### config.mk
export PLATFORM = sky130hd
export DESIGN_NAME = l4_feature_reader
export DESIGN_NICKNAME = d
export VERILOG_FILES = /design/src/rtl/l4_pkg.sv /design/src/rtl/l4_rd_fifo.sv /design/src/rtl/l4_feature_reader.sv
export SDC_FILE = /design/constraint.sdc
export NUM_CORES = 1
export LEC_CHECK = 0
export CAP_MARGIN = 20
export CORE_MARGIN = 10
export CORE_UTILIZATION = 42
export CTS_CLUSTER_DIAMETER = 50
export DETAILED_ROUTE_END_ITERATION = 16
export PLACE_DENSITY = 0.66
export SYNTH_ARGS = -nofsm -noshare
export SYNTH_HDL_FRONTEND = slang
export SYNTH_SLANG_ARGS = --single-unit
### constraint.sdc
create_clock -name clk -period 4.9 [get_ports clk]
set_clock_uncertainty 0.2 [all_clocks]
set_input_delay 0.98 -clock clk [delete_from_list [all_inputs] [get_ports clk]]
set_output_delay 0.98 -clock clk [all_outputs]
set_load 0.01 [all_outputs]
### src/rtl/l4_pkg.sv
// Shared constants and FSM state encodings for the L4 feature-map reader.
package l4_pkg;

    localparam int unsigned L4_NUM_CH      = 16;
    localparam int unsigned L4_CH_WORDS    = 25;
    localparam int unsigned L4_TOTAL_WORDS = L4_NUM_CH * L4_CH_WORDS;
    localparam int unsigned L4_ADDR_WIDTH  = 9;
    localparam int unsigned L4_DATA_WIDTH  = 16;
    localparam int unsigned L4_CH_WIDTH    = 4;
    localparam int unsigned L4_BASE_WIDTH  = 12;

    localparam logic [1:0] ST_IDLE  = 2'd0;
    localparam logic [1:0] ST_READ  = 2'd1;
    localparam logic [1:0] ST_DRAIN = 2'd2;
    localparam logic [1:0] ST_DONE  = 2'd3;

endpackage

### src/rtl/l4_rd_fifo.sv
// Small synchronous FIFO with a registered first-word-fall-through output stage.
module l4_rd_fifo #(
    parameter  int unsigned WIDTH = 21,
    parameter  int unsigned DEPTH = 4,
    localparam int unsigned CNT_W = $clog2(DEPTH + 1)
) (
    input  logic             clk,
    input  logic             rst,
    input  logic             i_push,
    input  logic [WIDTH-1:0] i_data,
    input  logic             i_pop,
    output logic [WIDTH-1:0] o_data,
    output logic             o_valid,
    output logic [CNT_W-1:0] o_count,
    output logic             o_empty,
    output logic             o_full
);

    // One entry lives in the output register, the rest in the backing buffer.
    localparam int unsigned BUF_DEPTH = DEPTH - 1;
    localparam int unsigned PTR_W     = (BUF_DEPTH > 1) ? $clog2(BUF_DEPTH) : 1;

    logic [WIDTH-1:0] r_buf [BUF_DEPTH];
    logic [PTR_W-1:0] r_wr_ptr;
    logic [PTR_W-1:0] r_rd_ptr;
    logic [CNT_W-1:0] r_buf_cnt;
    logic [CNT_W-1:0] r_count;
    logic [WIDTH-1:0] r_out;
    logic             r_out_vld;
    logic             r_empty;
    logic             r_full;

    logic             w_pop;
    logic             w_load;
    logic             w_buf_empty;
    logic             w_bypass;
    logic             w_buf_wr;
    logic             w_buf_rd;
    logic [CNT_W-1:0] w_count_nxt;

    function automatic logic [PTR_W-1:0] ptr_inc(input logic [PTR_W-1:0] p);
        return (p == PTR_W'(BUF_DEPTH - 1)) ? '0 : p + PTR_W'(1);
    endfunction

    assign w_pop       = i_pop & r_out_vld;
    assign w_load      = ~r_out_vld | w_pop;
    assign w_buf_empty = (r_buf_cnt == '0);
    assign w_bypass    = i_push & w_load & w_buf_empty;
    assign w_buf_wr    = i_push & ~w_bypass;
    assign w_buf_rd    = w_load & ~w_buf_empty;
    assign w_count_nxt = r_count + CNT_W'(i_push) - CNT_W'(w_pop);

    always_ff @(posedge clk) begin
        if (w_buf_wr) begin
            r_buf[r_wr_ptr] <= i_data;
        end
    end

    always_ff @(posedge clk) begin
        if (rst) begin
            r_wr_ptr  <= '0;
            r_rd_ptr  <= '0;
            r_buf_cnt <= '0;
            r_count   <= '0;
            r_out     <= '0;
            r_out_vld <= 1'b0;
            r_empty   <= 1'b1;
            r_full    <= 1'b0;
        end else begin
            if (w_buf_wr) begin
                r_wr_ptr <= ptr_inc(r_wr_ptr);
            end
            if (w_buf_rd) begin
                r_rd_ptr <= ptr_inc(r_rd_ptr);
            end
            r_buf_cnt <= r_buf_cnt + CNT_W'(w_buf_wr) - CNT_W'(w_buf_rd);
            r_count   <= w_count_nxt;
            r_empty   <= (w_count_nxt == '0);
            r_full    <= (w_count_nxt == CNT_W'(DEPTH));
            // Output stage refills from the buffer head first, else straight from the push.
            if (w_load) begin
                if (!w_buf_empty) begin
                    r_out     <= r_buf[r_rd_ptr];
                    r_out_vld <= 1'b1;
                end else if (i_push) begin
                    r_out     <= i_data;
                    r_out_vld <= 1'b1;
                end else begin
                    r_out_vld <= 1'b0;
                end
            end
        end
    end

    assign o_data  = r_out;
    assign o_valid = r_out_vld;
    assign o_count = r_count;
    assign o_empty = r_empty;
    assign o_full  = r_full;

endmodule

### src/rtl/l4_feature_reader.sv
// Streams the pooled L4 feature map out of BRAM in channel-major order,
// throttling reads with a credit check so the output FIFO can never overflow.
module l4_feature_reader
    import l4_pkg::*;
#(
    parameter int unsigned DATA_WIDTH = L4_DATA_WIDTH,
    parameter int unsigned ADDR_WIDTH = L4_ADDR_WIDTH,
    parameter int unsigned NUM_CH     = L4_NUM_CH,
    parameter int unsigned CH_WORDS   = L4_CH_WORDS,
    parameter int unsigned RD_LAT     = 1,
    parameter int unsigned FIFO_DEPTH = 4
) (
    input  logic                     clk,
    input  logic                     rst,
    input  logic                     start,
    input  logic [L4_BASE_WIDTH-1:0] base_position,
    output logic [ADDR_WIDTH-1:0]    L4_output_read_addr,
    output logic                     L4_output_rd_en,
    input  logic [DATA_WIDTH-1:0]    L4_output_dout,
    output logic [DATA_WIDTH-1:0]    feat_data,
    output logic                     feat_valid,
    input  logic                     feat_ready,
    output logic                     feat_last,
    output logic [L4_CH_WIDTH-1:0]   feat_ch,
    output logic                     busy,
    output logic                     read_done
);

    localparam int unsigned TOTAL  = NUM_CH * CH_WORDS;
    localparam int unsigned RCNT_W = $clog2(TOTAL + 1);
    localparam int unsigned POS_W  = $clog2(CH_WORDS);
    localparam int unsigned CH_W   = L4_CH_WIDTH;
    localparam int unsigned BASE_W = L4_BASE_WIDTH;
    localparam int unsigned FIFO_W = DATA_WIDTH + CH_W + 1;
    localparam int unsigned CNT_W  = $clog2(FIFO_DEPTH + 1);

    logic [1:0]            r_state;
    logic [BASE_W-1:0]     r_base;
    logic [RCNT_W-1:0]     r_rd_cnt;
    logic [POS_W-1:0]      r_pos;
    logic [CH_W-1:0]       r_ch;
    logic [CNT_W-1:0]      r_outst;
    logic                  r_rd_en;
    logic [ADDR_WIDTH-1:0] r_addr;
    logic [CH_W-1:0]       r_iss_ch;
    logic                  r_iss_last;
    logic [RD_LAT-1:0]     r_pv;
    logic [CH_W-1:0]       r_pch [RD_LAT];
    logic [RD_LAT-1:0]     r_plast;
    logic                  r_busy;
    logic                  r_read_done;

    logic [1:0]            w_state_nxt;
    logic                  w_issue;
    logic                  w_busy_nxt;
    logic                  w_done_nxt;
    logic [RCNT_W-1:0]     w_idx;
    logic [POS_W-1:0]      w_idx_pos;
    logic [CH_W-1:0]       w_idx_ch;
    logic [BASE_W-1:0]     w_addr_base;
    logic                  w_iss_last;
    logic                  w_pos_wrap;

    logic                  w_push;
    logic [FIFO_W-1:0]     w_fifo_din;
    logic [FIFO_W-1:0]     w_fifo_dout;
    logic                  w_fifo_valid;
    logic [CNT_W-1:0]      w_fifo_cnt;
    logic                  w_fifo_empty;
    logic                  w_fifo_full;
    logic                  w_pop;
    logic                  w_credit_ok;
    logic                  w_xfer_last;

    // A word popped this cycle frees its slot before any newly issued read can land.
    assign w_pop       = feat_ready & ~w_fifo_empty;
    assign w_credit_ok = ((CNT_W+1)'(w_fifo_cnt) + (CNT_W+1)'(r_outst)
                          < (CNT_W+1)'(FIFO_DEPTH) + (CNT_W+1)'(w_pop)) & ~w_fifo_full;
    assign w_xfer_last = w_fifo_valid & feat_ready & w_fifo_dout[FIFO_W-1];
    assign w_push      = r_pv[RD_LAT-1];
    assign w_fifo_din  = {r_plast[RD_LAT-1], r_pch[RD_LAT-1], L4_output_dout};

    always_ff @(posedge clk) begin
        if (rst) begin
            r_state <= ST_IDLE;
        end else begin
            r_state <= w_state_nxt;
        end
    end

    // Next state plus the read-issue decision; the accepted start issues word 0 itself.
    always_comb begin
        w_state_nxt = r_state;
        w_issue     = 1'b0;
        w_busy_nxt  = r_busy;
        w_done_nxt  = 1'b0;
        w_idx       = r_rd_cnt;
        w_idx_pos   = r_pos;
        w_idx_ch    = r_ch;
        w_addr_base = r_base;
        case (r_state)
            ST_IDLE: begin
                if (start) begin
                    w_issue     = 1'b1;
                    w_idx       = '0;
                    w_idx_pos   = '0;
                    w_idx_ch    = '0;
                    w_addr_base = base_position;
                    w_busy_nxt  = 1'b1;
                    w_state_nxt = ST_READ;
                end
            end
            ST_READ: begin
                if (w_credit_ok) begin
                    w_issue = 1'b1;
                    if (r_rd_cnt == RCNT_W'(TOTAL - 1)) begin
                        w_state_nxt = ST_DRAIN;
                    end
                end
            end
            ST_DRAIN: begin
                if (w_xfer_last) begin
                    w_state_nxt = ST_DONE;
                    w_done_nxt  = 1'b1;
                    w_busy_nxt  = 1'b0;
                end
            end
            ST_DONE: begin
                w_state_nxt = ST_IDLE;
            end
            default: begin
                w_state_nxt = ST_IDLE;
            end
        endcase
        w_iss_last = (w_idx == RCNT_W'(TOTAL - 1));
        w_pos_wrap = (w_idx_pos == POS_W'(CH_WORDS - 1));
    end

    // Read issue, position/channel counters and the credit bookkeeping.
    always_ff @(posedge clk) begin
        if (rst) begin
            r_base      <= '0;
            r_rd_cnt    <= '0;
            r_pos       <= '0;
            r_ch        <= '0;
            r_outst     <= '0;
            r_rd_en     <= 1'b0;
            r_addr      <= '0;
            r_iss_ch    <= '0;
            r_iss_last  <= 1'b0;
            r_busy      <= 1'b0;
            r_read_done <= 1'b0;
        end else begin
            if (r_state == ST_IDLE && start) begin
                r_base <= base_position;
            end
            r_rd_en <= w_issue;
            if (w_issue) begin
                r_addr     <= ADDR_WIDTH'(w_addr_base + BASE_W'(w_idx));
                r_iss_ch   <= w_idx_ch;
                r_iss_last <= w_iss_last;
                r_rd_cnt   <= w_idx + RCNT_W'(1);
                r_pos      <= w_pos_wrap ? '0 : w_idx_pos + POS_W'(1);
                r_ch       <= w_pos_wrap ? w_idx_ch + CH_W'(1) : w_idx_ch;
            end
            r_outst     <= r_outst + CNT_W'(w_issue) - CNT_W'(w_push);
            r_busy      <= w_busy_nxt;
            r_read_done <= w_done_nxt;
        end
    end

    // Tag pipeline tracks each read until its BRAM data is valid; reset drops in-flight reads.
    always_ff @(posedge clk) begin
        if (rst) begin
            r_pv    <= '0;
            r_plast <= '0;
            for (int unsigned k = 0; k < RD_LAT; k++) begin
                r_pch[k] <= '0;
            end
        end else begin
            r_pv[0]    <= r_rd_en;
            r_pch[0]   <= r_iss_ch;
            r_plast[0] <= r_iss_last;
            for (int unsigned k = 1; k < RD_LAT; k++) begin
                r_pv[k]    <= r_pv[k-1];
                r_pch[k]   <= r_pch[k-1];
                r_plast[k] <= r_plast[k-1];
            end
        end
    end

    l4_rd_fifo #(
        .WIDTH (FIFO_W),
        .DEPTH (FIFO_DEPTH)
    ) u_fifo (
        .clk     (clk),
        .rst     (rst),
        .i_push  (w_push),
        .i_data  (w_fifo_din),
        .i_pop   (feat_ready),
        .o_data  (w_fifo_dout),
        .o_valid (w_fifo_valid),
        .o_count (w_fifo_cnt),
        .o_empty (w_fifo_empty),
        .o_full  (w_fifo_full)
    );

    assign L4_output_read_addr = r_addr;
    assign L4_output_rd_en     = r_rd_en;
    assign feat_data           = w_fifo_dout[DATA_WIDTH-1:0];
    assign feat_ch             = w_fifo_dout[DATA_WIDTH +: CH_W];
    assign feat_last           = w_fifo_dout[FIFO_W-1];
    assign feat_valid          = w_fifo_valid;
    assign busy                = r_busy;
    assign read_done           = r_read_done;

endmodule

==> results.md <==
* Core area at 0.0154 sq mm
* M3 GR Usage at 0.0413
* Vias in the first global route at 4672
* Hold Fails Final Rpt at 0
* Cell mode on critical path: a21oi_1
* Met2 GRT Util at 0.220
* Slew margin rel. at 0.336
* Share of the synthesized area in the top cell type at 0.284
* Warning count from the yosys run at 0
* Buf/Inv on CP at 2
* Root Driver: clkbuf_16
* Max VDD drop at 281 uV
* Initial core utilization at 0.433
* Nets@finish at 756
* Synth-to-Final Area Change at 20.6%
* Sequential area share after synthesis at 0.558
* First-pass GRT wire length at 23000 um
* Design area at 0.00803 sq mm
* GRT Overall Usage at 0.130
* CTS Sinks at 154
* Top Ports at 66
* Worst setup SP type: input port
* Post-DR wirelength/cell at 15.1 um
* Fill cells at 1373
* Port-buffer cells at 62
* Post-CTS sizing at 0
* FP Rows at 45
* Final Util at 0.522
* Max cap viols at 0
* GR peak layer: met2
* Drt pass-1 iters at 4
* DIE WIDTH at between 100 and 150 um
* Synth Flop Type: dfxtp_1
* DRT Wirelength at 13800 um
* Worst r2r src: r_outst[0]
* Antenna violations before repair at 0
* Async set-reset flop share out of synthesis at 0
* Hold path cells at 2
* Largest area contributor in the netlist: edfxtp_1
* Post-route DRC at 0
* Syn_area_per_cell at around 11 sq um
* CTS Buf Count at 17
* Final setup fails at 0
* Worst Hold Path EP: r_iss_last
* Antenna cells at 0
* Detailed placement HPWL at roughly 9300 um
* Leak pwr at 2.98 nW
* Die Ht at 146 um
* Synth cell types at 54
* Crit path time final at 3.71 ns
* Largest net degree at the start of global routing at 43
* Status: completed
* Post-synth EDFFs at 63
* Max Root-Sink Buffers at 2
* Pwr dens at approximately 560 mW/mm^2
* Overflow after GRT at 0
* Vias at 4665
* Arrival time worst endpoint at 3.86 ns
* Worst min path class: reg2reg
* Worst r2r path cells at 14
* R2R setup slack at 1.22 ns
* Final Slew Violations at 0
* Share of layout cells above drive strength 1 at 0.0778
* CP Data Required Time at 5.05 ns
* Post-synth net total at 696
* Met1 usage at 0.152
* Worst-path clk slew at 0.06 ns
* RSZ-0062 raised after global routing: no
* DR iter-0 viols at 253
* Cell count after synthesis at 634
* Top post-synthesis cells by area: edfxtp_1, dfxtp_1, nand2_1, ha_1, mux2i_1
* Hold bufs inserted after CTS at 0
* TNS Setup at 0 ns
* Mapped cell area at 0.00666 sq mm
* Final Hold Slack at 0.250 ns
* FF-to-FF End: r_outst[2]
* GP Congestion at 0.845
* Critical-path cell list: clkdlybuf4s50_1, nand2_1, and2_1, ha_1, inv_1, fa_1, nand2b_1, a21oi_1, o32ai_1, or4_1, a21oi_1
* Crit. Startpoint: start
* DP Area at 0.00752 sq mm
* Period utilisation layout at 0.757
* Worst path slowest cell: clkdlybuf4s50_1
* Crit path capture type: flip-flop
* Routed Antenna Nets at 0
* Fmax at 0.270 GHz
* Crit path max fanout at 14
* CTS tree: built
* Crit Path Class: in2reg
* Setup bufs post-CTS at 0
* #FFs+latches synth at 154
* Avg Vias per Cell at 5.08
* Die ar. at 0.0213 sq mm
* Actual slew at the worst max-slew pin at 0.997 ns
* Hold path startpoint: r_iss_last
* H-tree depth at 4
* Tot Pwr at around 4.5 mW
* CP peak stage delay at 0.50 ns
* Clock latency on the worst-skew pair at 0.42 ns
* Top delay family on crit path: simple AND/OR/NAND/NOR gates
## worst register-to-register path, delay by kind of cell (launching register included)
family,cells,cell delay (ns)
XOR/XNOR,2,0.35
AND/OR/NAND/NOR,2,0.40
adder cells (fa/ha/maj),5,1.51
flip-flops,1,0.32
buffers and inverters,3,0.18
AO/OA/AOI/OAI,2,0.62
## flip-flops by register name, summed over array words and instances (netlist names), 2 cells and up, named ones only
| register | count |
|---|---|
| r_rd_cnt | 9 |
| r_base | 9 |
| r_iss_ch | 4 |
| u_fifo.o_data | 21 |
| r_ch | 4 |
| u_fifo.r_buf | 63 |
| u_fifo.r_wr_ptr | 2 |
| u_fifo.r_rd_ptr | 2 |
| r_outst | 3 |
| r_state | 2 |
| r_pch | 4 |
| L4_output_read_addr | 9 |
| r_pos | 5 |
| u_fifo.o_count | 3 |
| u_fifo.r_buf_cnt | 3 |
## routing by layer
layer	vias up	routed length, um
met4	0	109
met5	-	0
met3	9	700
met2	96	6880
li1	2345	-
met1	2215	6160
## kinds of logic after synthesis
family,after synthesis,synth area share
multiplexers,32,0.0494
buffers and inverters,57,0.0329
AND/OR/NAND/NOR,233,0.164
flip-flops,154,0.558
XOR/XNOR,19,0.0250
adder cells (fa/ha/maj),30,0.0620
AO/OA/AOI/OAI,109,0.109
## cells in the final DEF (no fill, tap or decap), types with 7 or more instances in the layout
cell type	Yosys	routed
a21oi_1	32	32
a311oi_1	22	22
and2_1	10	10
buf_4	0	12
clkbuf_16	0	17
clkdlybuf4s50_1	0	61
dfxtp_1	91	91
edfxtp_1	63	63
ha_1	25	25
inv_1	23	23
mux2_2	7	7
mux2i_1	25	25
nand2_1	98	98
nand2b_1	7	7
nand3_1	11	11
nor2_1	55	54
nor2b_1	20	20
o21ai_0	22	22
xnor2_1	10	10
xor2_1	9	9
## how the worst max path moves through the flow
| stage | slack, ns | depth (start not counted) | end |
|---|---|---|---|
| 3_3_place_gp | 0.80 | 11 | L4_output_read_addr[7] |
| 3_5_place_dp | 0.83 | 11 | L4_output_read_addr[7] |
| 2_1_floorplan | 1.30 | 12 | L4_output_read_addr[6] |
| 6_report | 1.19 | 11 | L4_output_read_addr[6] |
| 4_1_cts | 1.22 | 14 | r_outst[2] |
| 5_1_grt | 0.96 | 11 | L4_output_read_addr[7] |
## metrics by stage
stage                     setup slack [ns]  std cells
after detailed placement             0.827        886
after CTS                             1.22        918
final                                 1.19        918
after global placement               0.802        886
after global routing                 0.957        918
after floorplan                       1.30        634
## power by group
group | internal, mW | switching [mW] | total [mW] | leakage (nW)
clock | 0.639 | 0.495 | 1.13 | 0.243
combinational | 0.726 | 0.934 | 1.66 | 1.40
sequential | 1.57 | 0.154 | 1.72 | 1.34
## synth_stat cells (2+ instances only)
master,count
buf_2,4
nand4_1,6
a21oi_1,32
xor2_1,9
a31oi_1,2
nand3_1,11
a21boi_0,2
nand2b_1,7
nor2_1,55
a211oi_1,5
fa_1,5
o21ai_1,6
nand2_1,98
edfxtp_1,63
a311oi_1,22
and3_1,3
nand4b_1,2
nor3b_1,2
or3_1,5
mux2i_1,25
inv_1,23
o211ai_1,2
a211o_1,2
o21a_1,2
ha_1,25
and4_1,2
clkbuf_1,28
nand3b_1,2
mux2_2,7
nor3_1,5
xnor2_1,10
o21ai_0,22
and2_1,10
dfxtp_1,91
nor2b_1,20
## layout make-up
type / count / area [sq um] / share of cell area
Multi-Input combinational cell: 423 / 2740 / 0.342
Sequential cell: 154 / 3710 / 0.463
Clock inverter: 13 / 77.6 / 0.00966
Tap cell: 211 / 264 / 0.0329
Inverter: 24 / 90.1 / 0.0112
Clock buffer: 19 / 433 / 0.0539
Timing Repair Buffer: 74 / 706 / 0.0879
No activity file was read; power rests on OpenSTA's default activity.
==> edit 1 (same flow settings) <==
One comparison of `r_rd_cnt` changes from == to >=.
--- a/src/rtl/l4_feature_reader.sv
+++ b/src/rtl/l4_feature_reader.sv
@@ -115,3 +115,3 @@
                     w_issue = 1'b1;
-                    if (r_rd_cnt == RCNT_W'(TOTAL - 1)) begin
+                    if (r_rd_cnt >= RCNT_W'(TOTAL - 1)) begin
                         w_state_nxt = ST_DRAIN;
Check against the original RTL: no difference found for any inputs over 10 cycles, from zero or initial values and one cycle with rst high; that may be too few to reach the edited logic, so the function may still have changed.
==> edit 1 against the unedited design <==
Sequential cell count did not move. Synthesized area about the same. Largest power group unchanged. Setup slack worse by 0.24 ns. Critical endpoint is now r_outst[2]. Sequential share of layout area rose by 0.065 points. Cell area decreased by 0.14%. Global-route usage up 0.50 points. Total power is 0.42% higher. Wire length increased by 1.1%. Synthesized cell count fell by 3.9%.
==> edit 1: results (changes against the unedited design) <==
Drt
  – WL per Instance: 15.69 um (was 15.08 um)
  – Final ANT Viol Nets: 0 (unchanged)
  – Vias: 4588 (was 4665)
  – Length of routed met2 wiring: 6611 um (was 6875 um)
  – Routed met1 length: 6500 um (was 6159 um)
  – Initial DRC Count: 225 (was 253)
  – Met3 routed wirelength: 752 um (was 700 um)
  – Highest routing layer actually used: met4 (unchanged)

Power
  – Maximum vdd ir drop: 0.0002582 V (was 0.0002811 V)
  – Switching share of power: 0.3439 (was 0.3504)
  – LEAKAGE: 0.003078 uW (was 0.002983 uW)
  – Clock power share: 0.252 (was 0.251)

Status
  – Status: complete, no violations (unchanged)

Yosys
  – Post-Synth XOR/XNOR Area: 0.02498 (was 0.02499)
  – Most frequent cells after synthesis: dfxtp_1, edfxtp_1, nor2_1 (was nand2_1, dfxtp_1, edfxtp_1)
  – Sequential-to-total area share from yosys stat: 0.5575 (was 0.5577)
  – Cell variety after synth: 45 (was 54)
  – Net Count, Synth: 671 (was 696)
  – Yosys warns: 0 (unchanged)
  – Post-synthesis mux area share: 0.08866 (was 0.04942)
  – Synth Area in Compound Gates: 0.09598 (was 0.1086)
  – Adder-cell share of the synthesized area: 0.06198 (was 0.06201)

Final layout
  – Clock buffer count: 20 (was 19)
  – Combined area of the multi-input logic cells: 2750 um2 (was 2744 um2)
  – Invs w/o clock: 23 (was 24)
  – Comb_multi_in: 401 (was 423)
  – Top reg by flops: u_fifo.r_buf (unchanged)
  – Layout Utilization: 0.5215 (was 0.5223)
  – Layout Nets: 731 (was 756)
  – Fill count: 1364 (was 1373)
  – Signal buf overhead: 0.08616 (was 0.08791)
  – Number of flip-flops in the largest register: 63 (unchanged)
  – Clock Network Area Fraction: 0.06384 (was 0.06359)
  – Layout cells sized above 1: 0.07783 (was 0.07779)
  – Plain + repair buffers: 72 (was 74)

Critical path
  – Crit path DAT: 4.03 ns (was 3.86 ns)
  – R2R Setup Slk: 0.99 ns (was 1.22 ns)
  – Worst r2r path cells: 15 (was 14)
  – Slowest stage delay, CP: 0.53 ns (was 0.50 ns)
  – Setup crit start: feat_ready (was start)
  – Top delay family on crit path: buffers and inverters (was simple AND/OR/NAND/NOR gates)
  – Crit Path Max Fanout: 16 (was 14)
  – Launch point of the worst reg-to-reg path: r_outst[0] (unchanged)

Place
  – GPL Wtd Cong: 0.8129 (was 0.8448)
  – Hpwl dp: 9248 um (was 9326 um)

GRT
  – Initial antenna violation count: 0 (unchanged)
  – First-pass GRT wire length: 23570 um (was 22960 um)
  – Met2 Use GR: 0.2225 (was 0.2204)
  – Total GRT Usage: 0.1354 (was 0.1304)
  – Met3 Use GR: 0.04284 (was 0.04129)
  – Vias in the first global route: 4772 (was 4672)
  – Grt met1 use: 0.1636 (was 0.1521)

STA
  – Setup Total Neg Slack: 0 ns (unchanged)
  – Slew Limit Headroom: 0.3648 (was 0.3356)
[edit 1: how the worst min path moves through the flow]
stage                             end  cells past startpoint  slack [ns]         from
after detailed placement  r_iss_ch[1]                      2        0.24  r_iss_ch[1]
final                     r_iss_ch[3]                      2        0.25  r_iss_ch[3]
after global placement    r_iss_ch[1]                      2        0.24  r_iss_ch[1]
after global routing      r_pch[0][3]                      1        0.28  r_iss_ch[3]
after floorplan           r_iss_ch[0]                      2        0.23  r_iss_ch[0]
after CTS                 r_iss_ch[1]                      2        0.25  r_iss_ch[1]
[edit 1: through the flow]
stage	cells	hold slack [ns]	setup slack (ns)	total power (uW)	area, um2
after global routing	892	0.2764	0.7400	4851	8016
final	892	0.2476	0.9557	4535	8016
after detailed placement	861	0.2433	0.4930	3432	7505
after floorplan	609	0.2318	1.319	2849	6661
after global placement	861	0.2386	0.5803	3362	7505
after CTS	892	0.2517	0.9307	4586	8016
==> edit 2 (same flow settings) <==
Made on the original files. Change the package constant `L4_DATA_WIDTH` from 16 to 32.
--- a/src/rtl/l4_pkg.sv
+++ b/src/rtl/l4_pkg.sv
@@ -7,3 +7,3 @@
     localparam int unsigned L4_ADDR_WIDTH  = 9;
-    localparam int unsigned L4_DATA_WIDTH  = 16;
+    localparam int unsigned L4_DATA_WIDTH  = 32;
     localparam int unsigned L4_CH_WIDTH    = 4;
Ports: changed (resized L4_output_dout and feat_data); port bits go from 66 to 98. The function was not compared with the original's and may differ.
==> edit 2 against the unedited design <==
Sequential share of layout area is 2.7 points higher. Total power is 44% higher. Count of clock-buffer cells in the layout is 19 higher. Synthesized area is 37% higher. Setup slack better by 0.022 ns. Wire length is 37% higher. Critical path depth stayed put. Cell area is 39% higher. Register-to-register slack better by 0.32 ns. Combinational power is 36% higher. Sequential cell count is 64 higher. Fmax is 0.60% higher. Critical endpoint unchanged. Largest power group unchanged. Highest routed layer is now met5.
==> edit 2: results (changes against the unedited design) <==
Final layout
  – Clock buffer count: 38 (was 19)
  – Signal buf overhead: 0.09448 (was 0.08791)
  – Invs w/o clock: 25 (was 24)
  – Fill count: 1819 (was 1373)
  – Number of flip-flops in the largest register: 111 (was 63)
  – Sequential share of cell area: 0.4901 (was 0.4626)
  – Clock Network Area Fraction: 0.07220 (was 0.06359)
  – Comb_multi_in: 500 (was 423)

Place
  – Buffers on Ports: 94 (was 62)
  – GPL Wtd Cong: 0.7704 (was 0.8448)
  – Pre-CTS WS: 0.6830 ns (was 0.8275 ns)
  – Placed insts: 1123 (was 886)
  – Hpwl dp: 12080 um (was 9326 um)

Critical path
  – Worst r2r path cells: 12 (was 14)
  – Slowest stage delay, CP: 0.53 ns (was 0.50 ns)
  – Crit Path Max Fanout: 10 (was 14)
  – Crit path DAT: 3.93 ns (was 3.86 ns)

Drt
  – Length of routed met2 wiring: 8547 um (was 6875 um)
  – Highest routing layer actually used: met5 (was met4)
  – Via density: 5.062 (was 5.082)
  – Met3 routed wirelength: 1055 um (was 700 um)
  – Initial DRC Count: 264 (was 253)
  – Drt total wl: 19040 um (was 13850 um)

Clocking
  – Clk buf depth: 3 (was 2)
  – Num CTS Buffers: 26 (was 17)
  – H-tree depth: 1 (was 4)

GRT
  – Met3 Use GR: 0.03628 (was 0.04129)
  – Largest net degree at the start of global routing: 85 (was 43)
  – Met2 Use GR: 0.2119 (was 0.2204)
  – Vias in the first global route: 5924 (was 4672)
  – First-pass GRT wire length: 31310 um (was 22960 um)
  – Total GRT Usage: 0.1327 (was 0.1304)

Yosys
  – Cell variety after synth: 51 (was 54)
  – Top FF cell, synth: edfxtp_1 (was dfxtp_1)
  – Most frequent cells after synthesis: edfxtp_1, dfxtp_1, mux2i_1, nand2_1, nor2_1 (was nand2_1, dfxtp_1, edfxtp_1)
  – Post-Syn Area per Cell: 11.59 um2 (was 10.50 um2)
  – Largest cells by area after synthesis: edfxtp_1, dfxtp_1, mux2i_1 (was edfxtp_1, dfxtp_1, nand2_1)

Status
  – Status: complete, no violations (unchanged)

STA
  – Worst-Margin Slew: 0.9979 ns (was 0.9966 ns)
  – Final-report hold violation count: 0 (unchanged)
==> edit 2: changes by cell type after synthesis, sizes merged, moves of 4 or more <==
cell,delta
nor2b,-8
mux2i,+52
edfxtp,+48
a211oi,+37
nand2,-21
buf,+5
o21ai,+19
and2,+7
nand3,+4
dfxtp,+16
clkbuf,+5
nor2,+16
a311oi,-21
==> edit 2: path summary, 6_finish.rpt <==
kind	start	to	slack [ns]
hold reg to reg	r_iss_ch[3]	r_iss_ch[3]	0.25
setup reg to reg	r_state[0]	L4_output_read_addr[6]	1.54
hold / removal	r_iss_ch[3]	r_iss_ch[3]	0.25
setup / recovery	start	L4_output_read_addr[6]	1.21
==> edit 2: power by group <==
| group | leakage, uW | switching (uW) | internal [uW] |
|---|---|---|---|
| Combinational | 0.00182 | 1210 | 1050 |
| Clock | 0.000395 | 730 | 1050 |
| Sequential | 0.00189 | 219 | 2250 |
| Total | 0.00410 | 2160 | 4350 |
==> edit 2: per-stage QoR <==
step	power [uW]	instance area [um2]	utilization
floorplan	3975	9112	-
global placement	4763	10370	0.4901
detailed placement	4809	10370	0.4901
CTS	6598	11170	0.5282
global route	6944	11180	0.5284
finish	6509	11180	0.5284
==> edit 2: kinds of logic (layout without fill, tap and decap cells) <==
group | after synthesis | count (layout) | share of synthesized area
and+or+nand+nor | 224 | 224 | 0.1144
buffers and inverters | 68 | 178 | 0.02911
adders and majority gates | 30 | 30 | 0.04531
other | 0 | 1 | 0
AOI/OAI and AO/OA | 143 | 143 | 0.09886
xor gates and xnor gates | 19 | 19 | 0.01826
muxes | 84 | 84 | 0.09323
DFF | 218 | 218 | 0.6009
